**src/rtl/mem_port_arbiter.sv**
```systemverilog
// rtl/mem_port_arbiter.sv - two-master round-robin arbiter onto a pipelined memory port with watchdog
module mem_port_arbiter #(
  parameter int unsigned TIMEOUT  = 255,
  parameter logic [31:0] ERR_DATA = 32'hDEADBEEF
) (
  input  logic        clk,
  input  logic        reset_n,
  input  logic [31:0] i_address,
  input  logic        i_read,
  output logic        i_waitrequest,
  output logic [31:0] i_readdata,
  input  logic [31:0] d_address,
  input  logic        d_read,
  input  logic        d_write,
  input  logic [31:0] d_writedata,
  input  logic [3:0]  d_byteenable,
  output logic        d_waitrequest,
  output logic [31:0] d_readdata,
  output logic [31:0] m_address,
  output logic        m_read,
  output logic        m_write,
  output logic [31:0] m_writedata,
  output logic [3:0]  m_byteenable,
  input  logic        m_waitrequest,
  input  logic [31:0] m_readdata,
  input  logic        m_readdatavalid,
  output logic        bus_err
);

  typedef enum logic [1:0] {S_IDLE, S_ISSUE, S_WAIT_RD, S_RESP} state_t;

  // Owner / last-grant encoding: 0 = instruction port, 1 = data port
  localparam logic OWN_I = 1'b0;
  localparam logic OWN_D = 1'b1;
  // Abort fires on the TIMEOUT-th cycle spent in ISSUE+WAIT_RD
  localparam logic [9:0] WDOG_LAST = 10'(TIMEOUT - 1);

  state_t      r_state;
  state_t      w_next;
  logic        r_owner;
  logic        r_last_grant;
  logic        r_is_write;
  logic [31:0] r_addr;
  logic [31:0] r_wdata;
  logic [3:0]  r_be;
  logic [9:0]  r_wdog;
  logic [31:0] r_i_rdata;
  logic [31:0] r_d_rdata;
  logic        r_i_wait;
  logic        r_d_wait;
  logic        r_bus_err;

  logic w_d_req;
  logic w_grant_valid;
  logic w_grant_d;
  logic w_busy;
  logic w_accept;
  logic w_rd_done;
  logic w_abort;

  // Arbitration and completion decode; a real completion in the timeout cycle wins over the abort
  always_comb begin
    w_d_req       = d_read | d_write;
    w_grant_valid = i_read | w_d_req;
    w_grant_d     = w_d_req & (~i_read | (r_last_grant == OWN_I));
    w_busy        = (r_state == S_ISSUE) || (r_state == S_WAIT_RD);
    w_accept      = (r_state == S_ISSUE) && !m_waitrequest;
    w_rd_done     = (r_state == S_WAIT_RD) && m_readdatavalid;
    w_abort       = w_busy && (r_wdog == WDOG_LAST) && !w_rd_done && !(w_accept && r_is_write);
  end

  // State register
  always_ff @(posedge clk or negedge reset_n) begin
    if (!reset_n) r_state <= S_IDLE;
    else          r_state <= w_next;
  end

  // Next-state logic
  always_comb begin
    w_next = r_state;
    case (r_state)
      S_IDLE:    if (w_grant_valid) w_next = S_ISSUE;
      S_ISSUE: begin
        if (w_abort)       w_next = S_RESP;
        else if (w_accept) w_next = r_is_write ? S_RESP : S_WAIT_RD;
      end
      S_WAIT_RD: if (w_abort || w_rd_done) w_next = S_RESP;
      S_RESP:    w_next = S_IDLE;
      default:   w_next = S_IDLE;
    endcase
  end

  // Command latch, watchdog, response registers and sticky error flag
  always_ff @(posedge clk or negedge reset_n) begin
    if (!reset_n) begin
      r_owner      <= OWN_I;
      r_last_grant <= OWN_I;
      r_is_write   <= 1'b0;
      r_addr       <= '0;
      r_wdata      <= '0;
      r_be         <= '0;
      r_wdog       <= '0;
      r_i_rdata    <= '0;
      r_d_rdata    <= '0;
      r_i_wait     <= 1'b1;
      r_d_wait     <= 1'b1;
      r_bus_err    <= 1'b0;
    end else begin
      r_i_wait <= !((w_next == S_RESP) && (r_owner == OWN_I));
      r_d_wait <= !((w_next == S_RESP) && (r_owner == OWN_D));
      if (w_busy) r_wdog <= r_wdog + 10'd1;
      if ((r_state == S_IDLE) && w_grant_valid) begin
        r_owner      <= w_grant_d;
        r_last_grant <= w_grant_d;
        r_wdog       <= '0;
        if (w_grant_d) begin
          r_addr     <= d_address;
          r_is_write <= d_write & ~d_read;
          r_wdata    <= d_writedata;
          r_be       <= (d_write & ~d_read) ? d_byteenable : 4'hF;
          if (d_read && d_write) r_bus_err <= 1'b1;
        end else begin
          r_addr     <= i_address;
          r_is_write <= 1'b0;
          r_be       <= 4'hF;
        end
      end
      if (w_rd_done) begin
        if (r_owner == OWN_I) r_i_rdata <= m_readdata;
        else                  r_d_rdata <= m_readdata;
      end
      if (w_abort) begin
        r_bus_err <= 1'b1;
        if (r_owner == OWN_I) r_i_rdata <= ERR_DATA;
        else                  r_d_rdata <= ERR_DATA;
      end
    end
  end

  assign m_read        = (r_state == S_ISSUE) && !r_is_write;
  assign m_write       = (r_state == S_ISSUE) && r_is_write;
  assign m_address     = r_addr;
  assign m_writedata   = r_wdata;
  assign m_byteenable  = r_be;
  assign i_waitrequest = r_i_wait;
  assign d_waitrequest = r_d_wait;
  assign i_readdata    = r_i_rdata;
  assign d_readdata    = r_d_rdata;
  assign bus_err       = r_bus_err;

endmodule
```
**config.mk**
```make
export PLATFORM = sky130hd
export DESIGN_NAME = mem_port_arbiter
export DESIGN_NICKNAME = d
export VERILOG_FILES = /design/src/rtl/mem_port_arbiter.sv
export SDC_FILE = /design/constraint.sdc
export NUM_CORES = 1
export LEC_CHECK = 0
export ABC_AREA = 1
export CORE_ASPECT_RATIO = 0.7
export CORE_MARGIN = 2
export CORE_UTILIZATION = 25
export CTS_CLUSTER_SIZE = 28
export DETAILED_ROUTE_END_ITERATION = 6
export HOLD_SLACK_MARGIN = 0.05
export PLACE_DENSITY = 0.52
export SLEW_MARGIN = 20
export SYNTH_ARGS = -nofsm -noshare
export SYNTH_HDL_FRONTEND = slang
export SYNTH_SLANG_ARGS = --single-unit
```
**constraint.sdc**
```tcl
create_clock -name clk -period 2.7 [get_ports clk]
set_input_delay 0.54 -clock clk [delete_from_list [all_inputs] [get_ports clk]]
set_output_delay 0.54 -clock clk [all_outputs]
set_load 0.005 [all_outputs]
```
==> results.md <==
* Status: completed
* Fillers at 2560
* Antenna violations before repair at 0
* Final HPWL DP at 17.1 mm
* DIE HEIGHT at 140 microns
* Cells after synthesis at 788
* Iter 0 DRT Violations at 213
* Number of synthesized register bits at approximately 150
* I/O Buffers at 275
* Remaining DRCs at 0
* Logic pwr share at 0.417
* Critical Setup Path Class: reg -> out
* CTS Root Cell: clkbuf_16
* Layout cells sized above 1 at 0.0705
* Unique masters post-synth at 31
* Max Freq at approximately 410 MHz
* Number of global-route vias before repair at 6217
* Tightest Pin Transition at 677 ps
* # resized after CTS at 0
* Reg power frac at 0.338
* DR WL met2 at 10.0 mm
* Register area share after synthesis at 0.566
* Register area at 3730 sq um
* Starting Density at 0.256
* Final Hold Fails at 0
* Core Rows at 49
* CP Launch Type: register
* Full die area at 27700 sq um
* Vias post-DR at between 6000 and 7000
* Utilization after layout at 0.407
* Sw Share at 0.334
* Synth warnings at 0
* RSZ-0062 raised after global routing: no
* Final period util at 0.914
* Met3 WL at about 1.8 mm
* Power Internal at 7570 uW
* DR vias/cell at between 4 and 5
* Syn Nets at between 900 and 1000
* Total track usage at 0.168
* NetSw at 3800 uW
* Synth top area cells: dfrtp_1, nand2_1, a21oi_1
* Commonest non-fill, non-tap cell in the layout: clkdlybuf4s50_1
* Syn Area/Cell at 8.37 sq um
* Reg clk slew, reported paths at 60 ps
* Cell area after synthesis at ~6600 sq um
* I/O Pins at 276
* DRT Pass-1 Iters at 4
* Most frequent cells in the layout: clkdlybuf4s50_1, nand2_1, dfrtp_1
* Clk sinks at 149
* Final setup vio count at 0
* CTS Buf Count at 17
* Layout Nets at 1211
* Minimum clock period at about 2500 ps
* Top sig layer: met4
* Crit path max fanout at 4
* Multi-input logic area at 2440 sq um
* Clk pwr share at 0.245
* Worst Hold Class: reg -> reg
* Core box area at 25800 sq um
* Synth area leader: dfrtp_1
* Crit path required time at 2160 ps
* Final ANT Viol Nets at 0
* Critical path capture point type: output pin
* Routability cong. at 0.791
* Wire per inst at 16.1 microns
* Setup bufs post-CTS at 0
* Max Cap Viol at 0
* H-tree depth at 4
* Final slew viol count at 0
* Synth top area share at 0.558
* Power per Cell Area at 1080 nW/um^2
* N_diodes at 0
* Worst-Skew Late Latency at 430 ps
* CP arrival at 1930 ps
* Worst vdd ir at 519 uV
* Largest net degree at the start of global routing at 50
* Slew Limit Headroom at 0.548
* First-pass GRT wire length at 35.5 mm
* Routed length on met1 at 10.9 mm
* Setup TNS at 0 ps
* Syn-to-layout area delta at 59.1%
* Post-CTS Hold Buffers at 1
* Gr ovfl total at 0
* Leak Pwr at 0.00492 uW
* Die width at 198 microns
* Post-Route WL at 23.1 mm
* CTS tree: yes
* WHS at 471 ps
* Skew final at a little under 8 ps
* Max Buffers Root-to-Sink at 2
==> metrics by stage <==
stage,power [uW],cell area (sq um),worst slack (ps),cells
after floorplan,5720,6600,950,788
after global placement,8650,9790,280,1402
after detailed placement,8660,9790,260,1402
after CTS,11500,10500,178,1435
after global routing,12200,10500,105,1435
final,11400,10500,231,1435
==> synthesized netlist by cell type (all sizes together) <==
cell,instances
o22a,4
a21oi,92
o21ai,38
nand3b,1
buf,29
ha,7
inv,55
dfrtp,147
nand3,49
nor2,85
nor3,4
clkbuf,10
dfstp,2
o31ai,1
nand2,258
o211ai,3
clkinv,1
xnor2,2
==> critical path, cell delays in order (launching register included) <==
cell and delay (ps):
dfrtp_1 410, inv_1 130, ha_1 210, inv_1 80
nor2_1 130, clkdlybuf4s50_1 560
==> power by group through the flow <==
| stage | clock network, uW | registers, uW | logic (uW) |
|---|---|---|---|
| 6_report | 2790 | 3850 | 4740 |
| 3_3_place_gp | 0 | 3860 | 4780 |
| 2_1_floorplan | 0 | 3860 | 1870 |
| 5_1_grt | 2960 | 3980 | 5240 |
| 4_1_cts | 2860 | 3860 | 4810 |
| 3_5_place_dp | 0 | 3860 | 4800 |
==> path summary, 6_finish.rpt <==
path                                  from         endpoint  slack [ps]  cells after the start
setup / recovery                r_state[1]           m_read         230                      5
hold / removal             m_writedata[10]  m_writedata[10]         470                      2
setup reg to reg                r_state[0]         register         370                     13
hold reg to reg            m_writedata[10]  m_writedata[10]         470                      2
max in group asynchronous          reset_n    i_waitrequest        1460                      3
min in group asynchronous          reset_n        async pin         590                      2
==> routing by layer <==
layer	global-route usage	up-vias
li1	-	3061
met1	0.225	2911
met2	0.250	179
met3	0.0628	26
met4	0.0507	0
met5	0	-
==> cell families (layout without fill, tap and decap cells) <==
logic type               Yosys count  in the layout  share of synthesized area
AND/OR/NAND/NOR                  397            397                      0.244
XOR/XNOR                           2              2                    0.00266
AO/OA/AOI/OAI                    138            138                      0.110
adder cells (fa/ha/maj)            7              7                     0.0133
flip-flops                       149            149                      0.566
buffers and inverters             95            385                     0.0641
==> area by class of cell <==
type                       instances  share of cell area
sequential                       149               0.356
inverter                          56              0.0203
clock inverter                    12              0.0213
clock buffer                      20              0.0445
timing repair buffer             297               0.283
tap                              357              0.0426
multi-input combinational        544               0.233
Note: power is estimated with default switching activity, not from simulation.
